===== config.mk =====
export PLATFORM = sky130hd
export DESIGN_NAME = ps2_message_composer
export DESIGN_NICKNAME = d
export VERILOG_FILES = /design/src/rtl/ps2_message_composer.sv
export SDC_FILE = /design/constraint.sdc
export NUM_CORES = 1
export LEC_CHECK = 0
export CORE_MARGIN = 1.5
export CORE_UTILIZATION = 40
export CTS_CLUSTER_DIAMETER = 60
export DETAILED_ROUTE_END_ITERATION = 6
export GPL_ROUTABILITY_DRIVEN = 0
export PLACE_DENSITY = 0.7
export SLEW_MARGIN = 20
export SYNTH_ARGS = -nofsm -noshare
export SYNTH_HDL_FRONTEND = slang
export SYNTH_SLANG_ARGS = --single-unit

===== constraint.sdc =====
create_clock -name clock -period 7.88 [get_ports clock]
set_input_delay 0.788 -clock clock [delete_from_list [all_inputs] [get_ports clock]]
set_output_delay 0.788 -clock clock [all_outputs]
set_load 0.005 [all_outputs]

===== src/rtl/ps2_message_composer.sv =====
// Line editor between key2ascii and gpio_protocol: builds a 16-char message, commits on Enter.
// Optional blinking cursor on the LCD edit line is enabled with `define CURSOR_BLINK_EN.
module ps2_message_composer #(
    parameter int NUM_CHARS = 16,
    parameter int CNT_W     = 5,
    parameter int BLINK_DIV = 12500000
) (
    input  logic                   clock,
    input  logic                   reset,
    input  logic                   char_valid,
    input  logic [7:0]             char_in,
    input  logic                   send_done,
    output logic [8*NUM_CHARS-1:0] edit_buffer,
    output logic [8*NUM_CHARS-1:0] message_out,
    output logic                   send_req,
    output logic [CNT_W-1:0]       char_count,
    output logic                   full,
    output logic                   busy,
    output logic                   drop_pulse
);

    typedef enum logic {
        ST_EDIT,
        ST_SEND_WAIT
    } state_t;

    localparam logic [CNT_W-1:0] MAX_COUNT = CNT_W'(NUM_CHARS);
    localparam logic [7:0]       SPACE     = 8'h20;
    localparam logic [7:0]       BACKSPACE = 8'h08;
    localparam logic [7:0]       ENTER     = 8'h0D;
    localparam logic [8*NUM_CHARS-1:0] BLANK_LINE = {NUM_CHARS{SPACE}};

    state_t                   state_q, state_d;
    logic [8*NUM_CHARS-1:0]   line_q, line_d;
    logic [8*NUM_CHARS-1:0]   msg_q, msg_d;
    logic [CNT_W-1:0]         count_q, count_d;
    logic                     drop_q, drop_d;
    logic                     sync1_q, sync2_q, sync_prev_q;

    logic done_rise;
    logic is_printable;

    assign done_rise    = sync2_q & ~sync_prev_q;
    assign is_printable = (char_in >= 8'h20) && (char_in <= 8'h7E);

    // NOTE: every _d gets its hold value first so no path through this block infers a latch.
    always_comb begin
        state_d = state_q;
        line_d  = line_q;
        msg_d   = msg_q;
        count_d = count_q;
        drop_d  = 1'b0;

        case (state_q)
            ST_EDIT: begin
                if (char_valid) begin
                    if (is_printable) begin
                        if (count_q != MAX_COUNT) begin
                            for (int i = 0; i < NUM_CHARS; i++) begin
                                if (CNT_W'(i) == count_q) line_d[8*i +: 8] = char_in;
                            end
                            count_d = count_q + 1'b1;
                        end else begin
                            drop_d = 1'b1;
                        end
                    end else if (char_in == BACKSPACE) begin
                        if (count_q != '0) begin
                            count_d = count_q - 1'b1;
                            for (int i = 0; i < NUM_CHARS; i++) begin
                                if (CNT_W'(i) == count_d) line_d[8*i +: 8] = SPACE;
                            end
                        end
                    end else if (char_in == ENTER) begin
                        // Empty lines are never committed.
                        if (count_q != '0) begin
                            msg_d   = line_q;
                            state_d = ST_SEND_WAIT;
                        end
                    end
                end
            end

            ST_SEND_WAIT: begin
                // Keys typed while a message is in flight, including on the done edge, are lost.
                if (char_valid) drop_d = 1'b1;
                if (done_rise) begin
                    line_d  = BLANK_LINE;
                    count_d = '0;
                    state_d = ST_EDIT;
                end
            end

            default: state_d = ST_EDIT;
        endcase
    end

    // NOTE: sequential state uses non-blocking assignments only, so flop order never matters.
    // NOTE: the line and message stores are reset because the LCD shows them straight after reset.
    always_ff @(posedge clock or posedge reset) begin
        if (reset) begin
            state_q     <= ST_EDIT;
            line_q      <= BLANK_LINE;
            msg_q       <= BLANK_LINE;
            count_q     <= '0;
            drop_q      <= 1'b0;
            sync1_q     <= 1'b0;
            sync2_q     <= 1'b0;
            sync_prev_q <= 1'b0;
        end else begin
            state_q     <= state_d;
            line_q      <= line_d;
            msg_q       <= msg_d;
            count_q     <= count_d;
            drop_q      <= drop_d;
            sync1_q     <= send_done;
            sync2_q     <= sync1_q;
            sync_prev_q <= sync2_q;
        end
    end

    assign message_out = msg_q;
    assign send_req    = (state_q == ST_SEND_WAIT);
    assign busy        = (state_q == ST_SEND_WAIT);
    assign char_count  = count_q;
    assign full        = (count_q == MAX_COUNT);
    assign drop_pulse  = drop_q;

`ifdef CURSOR_BLINK_EN
    localparam int              BLINK_W    = $clog2(BLINK_DIV + 1);
    localparam logic [BLINK_W-1:0] BLINK_LAST = BLINK_W'(BLINK_DIV - 1);
    localparam logic [7:0]      CURSOR     = 8'h5F;

    logic [BLINK_W-1:0] blink_cnt_q, blink_cnt_d;
    logic               phase_q, phase_d;

    always_comb begin
        blink_cnt_d = blink_cnt_q + 1'b1;
        phase_d     = phase_q;
        if (blink_cnt_q == BLINK_LAST) begin
            blink_cnt_d = '0;
            phase_d     = ~phase_q;
        end
    end

    always_ff @(posedge clock or posedge reset) begin
        if (reset) begin
            blink_cnt_q <= '0;
            phase_q     <= 1'b0;
        end else begin
            blink_cnt_q <= blink_cnt_d;
            phase_q     <= phase_d;
        end
    end

    // Cursor is overlaid on the display only; the stored line never holds it.
    always_comb begin
        edit_buffer = line_q;
        if (state_q == ST_EDIT && count_q != MAX_COUNT && phase_q) begin
            for (int i = 0; i < NUM_CHARS; i++) begin
                if (CNT_W'(i) == count_q) edit_buffer[8*i +: 8] = CURSOR;
            end
        end
    end
`else
    assign edit_buffer = line_q;
`endif

endmodule


# Yosys cells after proc, flatten, opt, wreduce, memory -nomap -nowiden
# Index checks and enable logic that the tools add are counted.
[totals]
ff_bits = 266
out_inout_bits = 265
wordCells = 183
[op_classes]
addsub = 2
magnitude_cmp = 2
n_eq_ne = 71
n_mux = 58
bitwise = 5
reduce_logical = 22
[ops]
columns = ["op", "n"]
rows = [
  ["$mux 128", 6],
  ["$mux 8", 32],
  ["$pmux 128 s2", 1],
  ["$reduce_and 7->1", 16],
  ["$ne 3x3->1 const B", 35],
  ["$eq 4x5->1 const A", 16],
  ["$eq 3x5->1 const A", 8],
  ["$mux 5", 6],
  ["$eq 2x5->1 const A", 4],
  ["$eq 8x4->1 const B", 2],
  ["$eq 1x5->1 const A", 2],
  ["$logic_not 5->1", 2],
  ["$mux 1", 10],
  ["$pmux 5 s2", 1],
  ["$ge 8x6->1 const B", 1],
  ["$le 8x7->1 const B", 1],
  ["$reduce_and 6->1", 1],
  ["$add 5x1->5 const B", 1],
  ["$eq 5x5->1 const B", 1],
  ["$ne 5x5->1 const B", 1],
  ["$reduce_and 5->1", 1],
  ["$reduce_bool 5->1", 1],
  ["$sub 5x1->5 const B", 1],
  ["$not 1->1", 4],
  ["other kinds (5)", 6],
]

# Depth between registers and ports, before layout
# Gate-level depths: netlist of the first run.
[logic_depth]
depth_word = 8
depth_mapped = 10

# Least setup slack after synthesis of the first run
# Ideal clock, no wire load.
[synth_path]
path_kind = "input port to flip-flop"
from = "input char_in[4]"
to = "register line_q[24] (netlist: edit_buffer[24])"
setup_time_ns = 0.125
t_arrival_ns = 2.641
setup_slack_ns = 5.114
cell_stages = 8
cell_sequence = "or4b_1 o21ai_1 o22ai_1 a41o_1 buf_6 buf_12 a21oi_4 mux2_4"
[synth_via]
elab_chain_cells = 5
[synth_rtl]
columns = ["item", "line_no", "text"]
rows = [
  ["start: declaration", "11", "input logic [7:0] char_in,"],
  ["$ge 8x6->1 or $le 8x7->1 (tied branches)", "44", "assign is_printable = (char_in >= 8'h20) && (char_in <= 8'h7E);"],
  ["$logic_and 1x1->1", "44", ""],
  ["$mux 128", "57", "if (is_printable) begin"],
  ["$mux 128", "56", "if (char_valid) begin"],
  ["$pmux 128 s2", "54", "case (state_q)"],
  ["end signal: assignment", "111", "line_q <= line_d;"],
  ["end: declaration", "34", "logic [8*NUM_CHARS-1:0] line_q, line_d;"],
]
# Several ways; a longest one is shown, not always the timed one. The select of a mux whose other input is x is not followed.
# A chain may end at the register's enable or synchronous reset.

# Final worst setup path of the first run
[layout_path]
from = "input char_in[6]"
to = "register line_q[84] (netlist: edit_buffer[84])"
# The elaborated chain is that of the path after synthesis.

==> results of run 1 <==
[report_power, final]
group	switching (mW)	total, mW	internal [mW]	leakage [nW]
combinational	0.414	1.10	0.684	2.68
sequential	0.246	1.90	1.65	3.56
clock	0.543	1.32	0.776	0.466
[path summary, 6_finish.rpt]
path / cells past startpoint / endpoint / slack, ps / start
min: 0 / sync2_q / 350 / sync1_q
max: 8 / edit_buffer[84] / 4240 / char_in[6]
max in group asynchronous: 4 / message_out[106] / 5680 / reset
min in group asynchronous: 3 / edit_buffer[8] / 800 / reset
max reg2reg: 8 / message_out[81] / 4300 / char_count[0]
min reg2reg: 0 / sync2_q / 350 / sync1_q
[cells in the final DEF, fill, tap and decap left out, types with 4 or more instances in the layout]
cell / instances
sky130_fd_sc_hd__dfstp_2: 32
sky130_fd_sc_hd__clkinv_2: 6
sky130_fd_sc_hd__clkbuf_16: 29
sky130_fd_sc_hd__nor2b_1: 22
sky130_fd_sc_hd__clkbuf_8: 7
sky130_fd_sc_hd__inv_1: 4
sky130_fd_sc_hd__ha_1: 6
sky130_fd_sc_hd__o21ai_0: 4
sky130_fd_sc_hd__mux2_4: 7
sky130_fd_sc_hd__clkdlybuf4s50_1: 276
sky130_fd_sc_hd__clkbuf_1: 6
sky130_fd_sc_hd__dfrtp_1: 234
sky130_fd_sc_hd__mux2_2: 231
sky130_fd_sc_hd__nand2_1: 5
sky130_fd_sc_hd__and3_1: 10
sky130_fd_sc_hd__buf_4: 4
sky130_fd_sc_hd__a21oi_2: 5
sky130_fd_sc_hd__mux2i_1: 6
sky130_fd_sc_hd__a21oi_1: 13
sky130_fd_sc_hd__nand3_1: 18
sky130_fd_sc_hd__a21oi_4: 10
[per-stage QoR]
step / instance area [µm²] / instances
CTS: 14700 / 1319
global route: 14700 / 1320
detailed placement: 13700 / 1266
floorplan: 10600 / 685
global placement: 13700 / 1266
finish: 14700 / 1320
[layer usage]
metal | GRT usage | share of wire
met5 | 0 | 0
met3 | 0.0546 | 0.079
met2 | 0.310 | 0.46
met1 | 0.269 | 0.44
met4 | 0.0407 | 0.015
[cell type report]
| type | count | area, µm² |
|---|---|---|
| clock buffers | 42 | 845 |
| clock inverters | 11 | 93.8 |
| fillers | 2156 | 11400 |
| inverters | 5 | 22.5 |
| multi-input cells | 379 | 3770 |
| flip-flops and latches | 266 | 6700 |
| well taps | 335 | 419 |
| repair buffers | 282 | 2840 |
[logic make-up after synthesis]
logic type                 count (synthesis)  synth area share
AOI/OAI and AO/OA                         45            0.0372
adders and majority gates                  6           0.00706
DFF                                      266             0.629
buffers and inverters                     40            0.0174
and+or+nand+nor                           78            0.0434
xor gates and xnor gates                   3           0.00247
muxes                                    247             0.263
[sequential cells by signal, indices dropped and copies added, names as in the netlist]
register,count
sync_prev_q,1
char_count,5
sync2_q,1
message_out,128
drop_pulse,1
sync1_q,1
edit_buffer,128
busy,1
==> reports/qor.txt, run 1 <==
TIMING
----------------------------------------------------------------------------------------
Max_slew headroom .........................................................        0.289
Total setup violations reported at the end of the flow ....................            0
Unrepaired setup endpoints after global routing ...........................        false
Hold Violations, Final ....................................................            0
Clock period minus final worst setup slack ................................      3640 ps
Total negative setup slack ................................................         0 ps
Worst Slack Setup Final ...................................................      4240 ps
Slew at the pin closest to its max-slew limit .............................      1070 ps
Pins over their slew limit ................................................            0
Share of the clock period used by the worst path ..........................        0.462
Hold WS ...................................................................       353 ps
Highest Clock Rate ........................................................      275 MHz
Worst Skew ................................................................      10.3 ps

DIE
----------------------------------------------------------------------------------------
Horiz. Die Dim ............................................................       166 µm
Floorplan Core Area .......................................................    26100 µm²
Initial cell density of the core ..........................................        0.408
Height of the die .........................................................       166 µm
# rows ....................................................................           59
Top-level port count ......................................................          277
Area enclosed by the die boundary .........................................    27600 µm²

GLOBAL ROUTE
----------------------------------------------------------------------------------------
Maximum number of pins on one net before global-route repair ..............          146
Initial antenna violation count ...........................................            0
Combined global-route utilization of all metal layers .....................        0.196
Number of global-route vias before repair .................................         7027
Wire length of the first global-routing pass ..............................     42800 µm
Global route overflow .....................................................            0

CELLS AND AREA
----------------------------------------------------------------------------------------
Number of nets at the end of the flow .....................................          981
Antenna cell count ........................................................            0
Layout cell share with drive strength beyond 1 ............................        0.349
Final core utilization ....................................................        0.564
Area growth from synthesis to layout ......................................        38.0%

SETUP PATH
----------------------------------------------------------------------------------------
Delay of the slowest cell on the worst path ...............................       850 ps
Category of the most critical setup path ..................................    in -> reg
Endpoint class of the critical path .......................................         flop
Slowest library cell on the worst path .................................... sky130_fd_sc_hd__a41oi_2
Data arrival time of the worst path .......................................      4070 ps
CP required ...............................................................      8310 ps
Category of cells accounting for the largest share of critical-path delay . compound AO/OA/AOI/OAI gates
Worst Path Max Fanout .....................................................           25
Type of origin of the critical path ....................................... primary input
Critical path buffer and inverter count ...................................            2
Crit path cell chain ...................................................... clkdlybuf4s50_1, and4_1, a41oi_2, o22ai_1, a41o_1, buf_4, a21oi_2, mux2_2

ROUTING
----------------------------------------------------------------------------------------
Initial DRT Pass Iterations ...............................................            5
Via/cell ratio ............................................................         5.10
DRC violations left .......................................................            0
Final Routed Wirelength ...................................................     27200 µm
Average routed wire per standard cell .....................................      20.6 µm
Number of nets with antenna violations after detailed routing .............            0
Starting DRT DRC Count ....................................................          318
Via Count .................................................................         6737

PLACE
----------------------------------------------------------------------------------------
HPWL reported at the end of detailed placement ............................     17700 µm
DP Worst Slack ............................................................      3730 ps
Count of input and output buffers .........................................          276

SYNTHESIS
----------------------------------------------------------------------------------------
Area share of the leading cell type in the synthesized netlist ............        0.550
Leading cell type by number of instances after synthesis .................. sky130_fd_sc_hd__dfrtp_1
Number of synthesized register bits .......................................          266
Most used flip-flop cell after synthesis .................................. sky130_fd_sc_hd__dfrtp_1
Avg Cell Area, Syn ........................................................     15.5 µm²
Top cells by area in the synthesized netlist .............................. sky130_fd_sc_hd__dfrtp_1 (55%), sky130_fd_sc_hd__mux2_2 (24%), sky130_fd_sc_hd__dfstp_2 (7.9%)
EDFF count, synth .........................................................            0
Combined area of all synthesized cells ....................................    10600 µm²
Synth warnings ............................................................            0
Leading cell types by count after synthesis ............................... sky130_fd_sc_hd__dfrtp_1 (234), sky130_fd_sc_hd__mux2_2 (231), sky130_fd_sc_hd__dfstp_2 (32)
Part of the Yosys area used for sequential elements .......................        0.629
Async set-reset flop share out of synthesis ...............................         1.00
Cells after synthesis .....................................................          685
Post-Syn Nets .............................................................          703
Yosys top cell by area .................................................... sky130_fd_sc_hd__dfrtp_1
Yosys cell types ..........................................................           47

POWER AND IR DROP
----------------------------------------------------------------------------------------
Peak supply drop ..........................................................       158 µV
Power per standard cell area ..............................................   294 nW/µm²
Overall power of the completed layout .....................................      4.32 mW
Leak ......................................................................      6.70 nW

CLOCK NETWORK
----------------------------------------------------------------------------------------
CTS clock-pin slew for the worst setup and hold paths .....................        60 ps
Number of H-tree levels ...................................................            1
Insertion delay to the later sink of the worst-skew pair ..................       540 ps
Clock Tree Root ........................................................... sky130_fd_sc_hd__clkbuf_16
Buffers inserted during post-CTS setup optimization .......................            0
Clock Path Buffers ........................................................            3
Number of hold buffers added after cts ....................................            0
Clock tree from TritonCTS .................................................         done
Number of cells upsized or downsized after cts ............................            0
Clock sink count ..........................................................          266
Number of buffers inserted during clock tree synthesis ....................           29

HOLD PATH
----------------------------------------------------------------------------------------
Hold Path Class ...........................................................   reg -> reg

STATUS
----------------------------------------------------------------------------------------
Result of the run .........................................................    completed

RUN
----------------------------------------------------------------------------------------
Max-cap violations ........................................................            0

Power figures use the tool's default switching activity.
==> run 2: changes to the inputs <==
Settings changed: PLACE_DENSITY 0.7 to 0.68.
Clock period 7.88 ns to 3.7 ns, I/O delays scaled along.
==> reports/qor.txt, run 2 (synthesis gave the netlist of run 1 again) <==
STATUS
----------------------------------------------------------------------------
Result of the run .............................................    completed   unchanged

CLOCK NETWORK
----------------------------------------------------------------------------
Clock Path Buffers ............................................            3   unchanged
CTS clock-pin slew for the worst setup and hold paths .........        60 ps   about the same
Clock Tree Root ............................................... sky130_fd_sc_hd__clkbuf_16   unchanged
Buffers inserted during post-CTS setup optimization ...........            0   unchanged
Number of buffers inserted during clock tree synthesis ........           28   was 29
Clock tree from TritonCTS .....................................         done   unchanged
Number of hold buffers added after cts ........................            0   unchanged
Number of H-tree levels .......................................            1   unchanged
Insertion delay to the later sink of the worst-skew pair ......       550 ps   was 540 ps
Clock sink count ..............................................          266   unchanged
Number of cells upsized or downsized after cts ................            0   unchanged

POWER AND IR DROP
----------------------------------------------------------------------------
Overall power of the completed layout .........................      9.52 mW   was 4.32 mW
Leak ..........................................................      6.79 nW   was 6.70 nW
Clock Power Share .............................................        0.324   was 0.305
NetSw .........................................................      2.59 mW   was 1.20 mW
Power per standard cell area ..................................   640 nW/µm²   was 294 nW/µm²
Share of total power in combinational logic ...................        0.248   was 0.254
Sw Share ......................................................        0.272   was 0.279
Peak supply drop ..............................................       440 µV   was 158 µV
Internal power ................................................      6.93 mW   was 3.11 mW
Sequential power share ........................................        0.428   was 0.440

CELLS AND AREA
----------------------------------------------------------------------------
Antenna cell count ............................................            0   unchanged
Number of nets at the end of the flow .........................          988   was 981
Area growth from synthesis to layout ..........................        39.8%   was 38.0%
Commonest non-fill, non-tap cell in the layout ................ sky130_fd_sc_hd__clkdlybuf4s50_1   unchanged
Layout cell share with drive strength beyond 1 ................        0.352   was 0.349
Number of non-filler instances in the completed layout ........         1327   was 1320
Post-route cell area ..........................................    14900 µm²   was 14700 µm²
Commonest non-fill, non-tap cells in the layout ............... sky130_fd_sc_hd__clkdlybuf4s50_1 (276), sky130_fd_sc_hd__dfrtp_1 (234), sky130_fd_sc_hd__mux2_2 (231)   unchanged

DIE
----------------------------------------------------------------------------
# rows ........................................................           59   unchanged
Horiz. Die Dim ................................................       166 µm   unchanged
Initial cell density of the core ..............................        0.408   unchanged
Floorplan Core Area ...........................................    26100 µm²   unchanged
Top-level port count ..........................................          277   unchanged
Height of the die .............................................       166 µm   unchanged
Area enclosed by the die boundary .............................    27600 µm²   unchanged

ROUTING
----------------------------------------------------------------------------
Average routed wire per standard cell .........................      20.3 µm   was 20.6 µm
Starting DRT DRC Count ........................................          382   was 318
Number of nets with antenna violations after detailed routing .            0   unchanged
Initial DRT Pass Iterations ...................................            4   was 5
Via/cell ratio ................................................         5.08   was 5.10
Final Routed Wirelength .......................................     26900 µm   was 27200 µm
Via Count .....................................................         6737   unchanged
DRC violations left ...........................................            0   unchanged

GLOBAL ROUTE
----------------------------------------------------------------------------
Combined global-route utilization of all metal layers .........        0.195   was 0.196
Met1 routing resource usage after global routing ..............        0.271   was 0.269
Most crowded layer after global routing .......................         met2   unchanged
Initial antenna violation count ...............................            0   unchanged
Wire length of the first global-routing pass ..................     42600 µm   was 42800 µm
Met3 Track Usage GR ...........................................       0.0486   was 0.0546
Number of global-route vias before repair .....................         6989   was 7027
Global route overflow .........................................            0   unchanged
Met2 global-route usage .......................................        0.309   was 0.310
Maximum number of pins on one net before global-route repair ..           85   was 146

SETUP PATH
----------------------------------------------------------------------------
Worst Path Max Fanout .........................................           10   was 25
Data arrival time of the worst path ...........................      3110 ps   was 4070 ps
Setup slack on the worst flop-to-flop path ....................      1010 ps   was 4300 ps
Category of the most critical setup path ......................   reg -> reg   was in -> reg
Critical R2R Capture .......................................... edit_buffer[40]   was message_out[81]
CP required ...................................................      4120 ps   was 8310 ps
Type of origin of the critical path ...........................         flop   was primary input
FF-to-FF path depth ...........................................            9   was 8
R2R Path Start ................................................ char_count[0]   unchanged
Endpoint class of the critical path ...........................         flop   unchanged

TIMING
----------------------------------------------------------------------------
Unrepaired setup endpoints after global routing ...............        false   unchanged
Highest Clock Rate ............................................      372 MHz
Slew at the pin closest to its max-slew limit .................       986 ps   was 1070 ps
Total setup violations reported at the end of the flow ........            0   unchanged
Share of the clock period used by the worst path ..............        0.727
Pins over their slew limit ....................................            0   unchanged
Max_slew headroom .............................................        0.342   was 0.289
Worst Skew ....................................................      17.1 ps   was 10.3 ps
Hold WS .......................................................       229 ps   was 353 ps
Hold Violations, Final ........................................            0   unchanged
Clock period minus final worst setup slack ....................      2690 ps

PLACE
----------------------------------------------------------------------------
Area after DPL ................................................    13900 µm²   was 13700 µm²
HPWL reported at the end of detailed placement ................     18100 µm   was 17700 µm
Post-placement cell count .....................................         1275   was 1266
Count of input and output buffers .............................          276   unchanged

RUN
----------------------------------------------------------------------------
Max-cap violations ............................................            0   unchanged

HOLD PATH
----------------------------------------------------------------------------
Hold Path Class ...............................................  in -> async   was reg -> reg

run 2: cell count changes in the layout (fill, tap and decap cells not counted), moves of 2 or more:
cell | previous run | this run
sky130_fd_sc_hd__buf_12 | 1 | 6
sky130_fd_sc_hd__buf_4 | 4 | 8
sky130_fd_sc_hd__bufinv_16 | 1 | 7
sky130_fd_sc_hd__clkbuf_1 | 6 | 8
sky130_fd_sc_hd__clkbuf_8 | 7 | 2
sky130_fd_sc_hd__clkinv_2 | 6 | 4
sky130_fd_sc_hd__inv_6 | 2 | 0
run 2: how the worst max path moves through the flow:
stage	from	end	slack [ps]	cells past startpoint
final	char_count[0]	edit_buffer[40]	1010	9
after global routing	char_count[0]	edit_buffer[42]	760	9
after CTS	char_count[0]	full	1010	4
after detailed placement	char_in[4]	edit_buffer[44]	530	8
after global placement	char_in[1]	edit_buffer[100]	630	8
after floorplan	reset	busy	-160	1
run 2: critical path, cell delays in order, from the launching register on:
cell and delay [ps]:
sky130_fd_sc_hd__dfrtp_1 490, sky130_fd_sc_hd__inv_1 150, sky130_fd_sc_hd__ha_1 340, sky130_fd_sc_hd__nor3b_1 280, sky130_fd_sc_hd__xnor2_1 110, sky130_fd_sc_hd__nor2_2 100
sky130_fd_sc_hd__buf_4 170, sky130_fd_sc_hd__nand3_1 100, sky130_fd_sc_hd__a21oi_2 430, sky130_fd_sc_hd__mux2_2 390
run 2: area by class of cell:
type                       count  area [µm²]
clock buffer                  38         758
clock inverter                14         264
fill                        2139       11200
inverter                       5        22.5
multi-input combinational    379        3770
sequential                   266        6700
tap                          335         419
timing repair buffer         290        2940
run 2: per-layer routing:
layer,part of all wire,routed length [µm],vias to the layer above
li1,-,-,3011
met1,0.45,12100,3473
met2,0.46,12400,218
met3,0.068,1830,35
met4,0.019,522,0
met5,0,0,-
run 2: metrics by stage:
stage / util / setup WS [ps] / setup TNS (ps)
5_1_grt: 0.571 / 763 / 0
4_1_cts: 0.571 / 1010 / 0
3_3_place_gp: 0.532 / 628 / 0
6_report: 0.571 / 1010 / 0
3_5_place_dp: 0.532 / 531 / 0
2_1_floorplan: - / -155 / -36360
run 2: power by group through the flow:
stage	Combinational, mW	Sequential, mW	Clock, mW
floorplan	0.971	3.97	0
global route	2.55	4.17	3.27
detailed placement	2.38	4.12	0
CTS	2.39	4.08	3.17
global placement	2.35	4.11	0
finish	2.36	4.08	3.09
==> run 3: changes to the inputs <==
Clock period 3.7 ns to 2.8 ns, I/O delays scaled along.
==> reports/qor.txt, run 3 (synthesis gave the netlist of run 1 again) <==
CELLS AND AREA
----------------------------------------------------------------------------------------
Antenna cell count ........................................................            0   unchanged
Final core utilization ....................................................        0.578   was 0.571
Commonest non-fill, non-tap cells in the layout ........................... sky130_fd_sc_hd__clkdlybuf4s50_1 (276), sky130_fd_sc_hd__dfrtp_1 (234), sky130_fd_sc_hd__mux2_2 (231)   unchanged
Register area .............................................................     6700 µm²   unchanged
Fillers ...................................................................         2070   was 2139
Commonest non-fill, non-tap cell in the layout ............................ sky130_fd_sc_hd__clkdlybuf4s50_1   unchanged
Layout cell share with drive strength beyond 1 ............................        0.359   was 0.352
Area growth from synthesis to layout ......................................        41.5%   was 39.8%
Multi-input gate area .....................................................     3770 µm²   unchanged
Number of nets at the end of the flow .....................................         1007   was 988

TIMING
----------------------------------------------------------------------------------------
Total setup violations reported at the end of the flow ....................            0   unchanged
Clock period minus final worst setup slack ................................      2570 ps
Pins over their slew limit ................................................            0   unchanged
Highest Clock Rate ........................................................      390 MHz
Worst Skew ................................................................      14.8 ps   was 17.1 ps
Unrepaired setup endpoints after global routing ...........................        false   unchanged
Share of the clock period used by the worst path ..........................        0.916
Total negative setup slack ................................................         0 ps   unchanged
Hold WS ...................................................................      35.6 ps   was 229 ps
Max_slew headroom .........................................................        0.305   was 0.342
Slew at the pin closest to its max-slew limit .............................      1040 ps   was 986 ps
Hold Violations, Final ....................................................            0   unchanged

ROUTING
----------------------------------------------------------------------------------------
Average routed wire per standard cell .....................................      19.7 µm   was 20.3 µm
Via/cell ratio ............................................................         5.03   was 5.08
Initial DRT Pass Iterations ...............................................            4   unchanged
Final Routed Wirelength ...................................................     26500 µm   was 26900 µm
Via Count .................................................................         6770   was 6737
Number of nets with antenna violations after detailed routing .............            0   unchanged
Starting DRT DRC Count ....................................................          413   was 382
DRC violations left .......................................................            0   unchanged

GLOBAL ROUTE
----------------------------------------------------------------------------------------
Maximum number of pins on one net before global-route repair ..............          120   was 85
Number of global-route vias before repair .................................         6999   was 6989
Met2 global-route usage ...................................................        0.297   was 0.309
Met3 Track Usage GR .......................................................       0.0534   was 0.0486
Global route overflow .....................................................            0   unchanged
Wire length of the first global-routing pass ..............................     42600 µm   about the same
Met1 routing resource usage after global routing ..........................        0.275   was 0.271
Combined global-route utilization of all metal layers .....................        0.193   was 0.195
Initial antenna violation count ...........................................            0   unchanged
Most crowded layer after global routing ...................................         met2   unchanged

CLOCK NETWORK
----------------------------------------------------------------------------------------
Clock tree from TritonCTS .................................................         done   unchanged
Number of buffers inserted during clock tree synthesis ....................           30   was 28
Number of cells upsized or downsized after cts ............................            0   unchanged
CTS clock-pin slew for the worst setup and hold paths .....................        60 ps   about the same
Clock sink count ..........................................................          266   unchanged
Number of H-tree levels ...................................................            1   unchanged
Clock Tree Root ........................................................... sky130_fd_sc_hd__clkbuf_16   unchanged
Number of hold buffers added after cts ....................................            0   unchanged
Clock Path Buffers ........................................................            3   unchanged
Insertion delay to the later sink of the worst-skew pair ..................       550 ps   about the same
Buffers inserted during post-CTS setup optimization .......................            0   unchanged

POWER AND IR DROP
----------------------------------------------------------------------------------------
Power per standard cell area ..............................................   821 nW/µm²   was 640 nW/µm²
Leak ......................................................................      6.88 nW   was 6.79 nW
Overall power of the completed layout .....................................      12.4 mW   was 9.52 mW
Peak supply drop ..........................................................       532 µV   was 440 µV

SETUP PATH
----------------------------------------------------------------------------------------
Type of origin of the critical path .......................................         flop   unchanged
Category of the most critical setup path ..................................   reg -> out   was reg -> reg
Slowest library cell on the worst path .................................... sky130_fd_sc_hd__clkdlybuf4s50_1   was sky130_fd_sc_hd__dfrtp_1
Worst Path Max Fanout .....................................................            8   was 10
Data arrival time of the worst path .......................................      2290 ps   was 3110 ps
Delay of the slowest cell on the worst path ...............................       520 ps   was 490 ps
Endpoint class of the critical path ....................................... primary output   was flop
Crit path cell chain ...................................................... inv_1, ha_1, and3_1, clkdlybuf4s50_1   was inv_1, ha_1, nor3b_1, xnor2_1, nor2_2, buf_4, nand3_1, a21oi_2, mux2_2
Critical path buffer and inverter count ...................................            2   unchanged
Category of cells accounting for the largest share of critical-path delay . buffers and inverters   was flip-flops
CP required ...............................................................      2520 ps   was 4120 ps

HOLD PATH
----------------------------------------------------------------------------------------
Hold Path Class ...........................................................  in -> async   unchanged

DIE
----------------------------------------------------------------------------------------
Floorplan Core Area .......................................................    26100 µm²   unchanged
Height of the die .........................................................       166 µm   unchanged
# rows ....................................................................           59   unchanged
Horiz. Die Dim ............................................................       166 µm   unchanged
Initial cell density of the core ..........................................        0.408   unchanged
Area enclosed by the die boundary .........................................    27600 µm²   unchanged
Top-level port count ......................................................          277   unchanged

PLACE
----------------------------------------------------------------------------------------
HPWL reported at the end of detailed placement ............................     17800 µm   was 18100 µm
Count of input and output buffers .........................................          276   unchanged

STATUS
----------------------------------------------------------------------------------------
Result of the run .........................................................    completed   unchanged

RUN
----------------------------------------------------------------------------------------
Max-cap violations ........................................................            0   unchanged

[run 3: cell types whose count changed in the layout (fill, tap and decap cells not counted), moves of 5 or more]
cell | previous run | this run
sky130_fd_sc_hd__buf_4 | 8 | 16
sky130_fd_sc_hd__bufinv_16 | 7 | 2
sky130_fd_sc_hd__buf_12 | 6 | 15
sky130_fd_sc_hd__clkbuf_1 | 8 | 14
[run 3: metrics by stage]
step	worst slack, ps	cell area, µm²	std cells
6_report	234	15100	1347
2_1_floorplan	-965	10600	685
5_1_grt	89.9	15100	1347
3_5_place_dp	-34.1	14100	1292
4_1_cts	232	15100	1347
3_3_place_gp	1.05	14100	1292
[run 3: power breakdown]
part	leakage (nW)	total, mW	switching, mW	internal, mW
Clock	0.468	3.78	1.50	2.28
Combinational	2.85	3.21	1.19	2.02
Sequential	3.56	5.37	0.714	4.66
Total	6.88	12.4	3.40	8.96
[run 3: cell type report]
class / instances / share of cell area
clock buffers: 48 / 0.0570
flip-flops and latches: 266 / 0.445
multi-input cells: 379 / 0.251
repair buffers: 307 / 0.211
clock inverters: 7 / 0.00682
inverters: 5 / 0.00150
well taps: 335 / 0.0278
[run 3: worst reg2reg max path, delay by kind of cell (launching register included)]
kind,cells,cell delay [ps]
flops,1,530
mux,2,500
buf+inv,1,140
simple gates,2,600
compound gates,2,600
[run 3: worst paths after layout]
check / startpoint / end / slack (ps) / cells past startpoint
max in group asynchronous: reset / edit_buffer[114] / 1880 / 3
min in group clock: send_done / sync1_q / 180 / 1
setup / recovery: char_count[1] / full / 230 / 4
setup reg to reg: char_count[2] / edit_buffer[92] / 300 / 7
hold / removal: reset / message_out[7] / 40 / 2
hold reg to reg: sync1_q / sync2_q / 350 / 0
[run 3: layer usage]
layer  part of all wire  wire [µm]
met5                  0          0
met4              0.014        371
met3              0.075       1990
met2               0.46      12100
met1               0.45      12000
==> patch: new RTL, config.mk and constraints of run 2 <==
Add a define of `CURSOR_BLINK_EN`.
--- a/src/rtl/ps2_message_composer.sv
+++ b/src/rtl/ps2_message_composer.sv
@@ -1,5 +1,7 @@
 // Line editor between key2ascii and gpio_protocol: builds a 16-char message, commits on Enter.
 // Optional blinking cursor on the LCD edit line is enabled with `define CURSOR_BLINK_EN.
+`define CURSOR_BLINK_EN
+
 module ps2_message_composer #(
     parameter int NUM_CHARS = 16,
     parameter int CNT_W     = 5,
Check against the original RTL: not settled (the Yosys comparison gave no result); the edit may change what the design does.
==> patch against run 2 <==
Critical path depth shrank 3; register-to-register slack got worse by 330 ps; total power increased by 3.2%; sequential cell count grew 25; largest power group unchanged; sequential share of layout area shrank 2.5 points; core utilization decreased by 2.5 points; global-route usage rose by 1.7 points; wire length is 31% higher; area after synthesis up 21%; worst setup slack got worse by 750 ps; clock power rose by 8.7%; cell area is 16% higher; maximum frequency shrank 22%.
==> patch: results <==
metrics = {
    "run_status": {
        "status": "finished, final reports clean",
    },
    "routing": {
        "dr_wl_met2_um": 16890,
        "drt-pass1-iter-count": 5,
        "m1WireLength_um": 15330,
        "dr_wl_met3_um": 2053,
        "routedWlPerCell_um": 20.14,
        "maxUsedRoutingLayer": "met4",
        "num_vias": 9297,
        "drt-total-wl_um": 35220,
        "drtIter0Drc": 624,
    },
    "synthesis": {
        "yosys_warnings": 0,
        "syn_nets": 1053,
        "ys_types": 74,
        "synthCells": 1033,
        "ys_top_cells_by_area": "dfrtp_1, mux2_1, dfstp_2",
        "async_flop_share_pct": 100.0,
        "synth_common_cells": "dfrtp_1, mux2_1, nand2_1",
        "seq_area_frac_synth_pct": 57.07,
        "synth_top_flop_cell": "dfrtp_1",
    },
    "worst_setup_path": {
        "crit_fanout": 11,
        "arrival_ps": 3070,
        "slowest_stage": "dfrtp_1",
        "crit_family": "simple AND/OR/NAND/NOR gates",
        "max_stage_delay_ps": 520,
    },
    "final_layout": {
        "drive_above_1_share_pct": 12.69,
        "nets": 1343,
    },
    "pwr": {
        "power_leakage_nw": 8.020,
        "p_int_w": 0.006989,
        "seqPwrFrac_pct": 40.8,
        "swShare_pct": 28.85,
        "peakVddDrop_mv": 0.4097,
        "comb_cell_power_w": 0.00245,
    },
    "global_route": {
        "antenna_found_initial": 0,
        "grt.total_usage_pct": 21.23,
        "grt_pass1_vias": 9486,
        "grt_pass1_wl_um": 55390,
        "grt_max_degree": 82,
    },
    "clock_network": {
        "h-tree-depth": 1,
        "insertion_delay_ps": 550,
        "cts_root_buffer": "clkbuf_16",
        "cts_setup_buffers": 0,
        "clk_transition_reported_paths_ps": 70,
        "post_cts_resized": 0,
        "cts_inserted_buffers": 31,
        "clock_path_buffers": 3,
    },
    "timing": {
        "skew_ps": 11.81,
        "worst_pin_slew_ps": 954.7,
    },
    "worst_hold_path": {
        "hp-class": "input port to register",
    },
    "placed_design": {
        "io_buffers": 276,
        "dp_hpwl_um": 24910,
        "pre_cts_ws_ps": 704.2,
        "dp_cells": 1692,
    },
}
[patch: cell count changes after synthesis, sizes merged, moves of 42 or more]
cell	delta
o2bb2ai	+42
nand2b	+53
mux2	-112
inv	+64
nand2	+92
o22ai	+42
[patch: area by class of cell]
class	count	area, um^2
clock buffer	41	873.3
clock inverter	16	249.0
fill	2645	14330
inverter	69	262.8
multi-input combinational	633	5012
sequential	291	7322
tap	402	503.0
timing repair buffer	297	3008
[patch: worst paths after layout]
| kind | from | endpoint | slack, ps | depth (start not counted) |
|---|---|---|---|---|
| worst max-delay path | char_count[0] | edit_buffer[7] | 260 | 6 |
| worst min-delay path | send_done | sync1_q | 270 | 1 |
| worst max register to register | char_count[0] | line_q[97] | 680 | 7 |
| worst min register to register | sync2_q | sync_prev_q | 380 | 0 |
| max in group asynchronous | reset | message_out[85] | 2420 | 3 |
| min in group asynchronous | reset | blink_cnt_q[19] | 380 | 2 |
[patch: routing by layer]
metal | GRT usage (%) | vias up
met2 | 35.25 | 291
met1 | 28.47 | 4715
met4 | 6.413 | 0
met3 | 3.772 | 56
met5 | 0 | -
li1 | - | 4235
[patch: logic make-up (layout without fill, tap and decap cells)]
family | after synthesis | count (layout) | share of synthesized area, %
mux | 139 | 139 | 12.10
compound gates | 169 | 169 | 11.85
fa+ha+maj | 8 | 8 | 0.7802
flops | 291 | 291 | 57.07
buf+inv | 109 | 423 | 3.969
simple gates | 295 | 295 | 12.67
xor+xnor | 22 | 22 | 1.560
[patch: per-stage QoR]
step	TNS [ps]	instance area (um^2)	util [%]
after floorplan	-130810	12830	-
after global placement	0	16110	51.05
after detailed placement	0	16110	51.05
after CTS	0	17230	54.60
after global routing	0	17230	54.60
final	0	17230	54.60
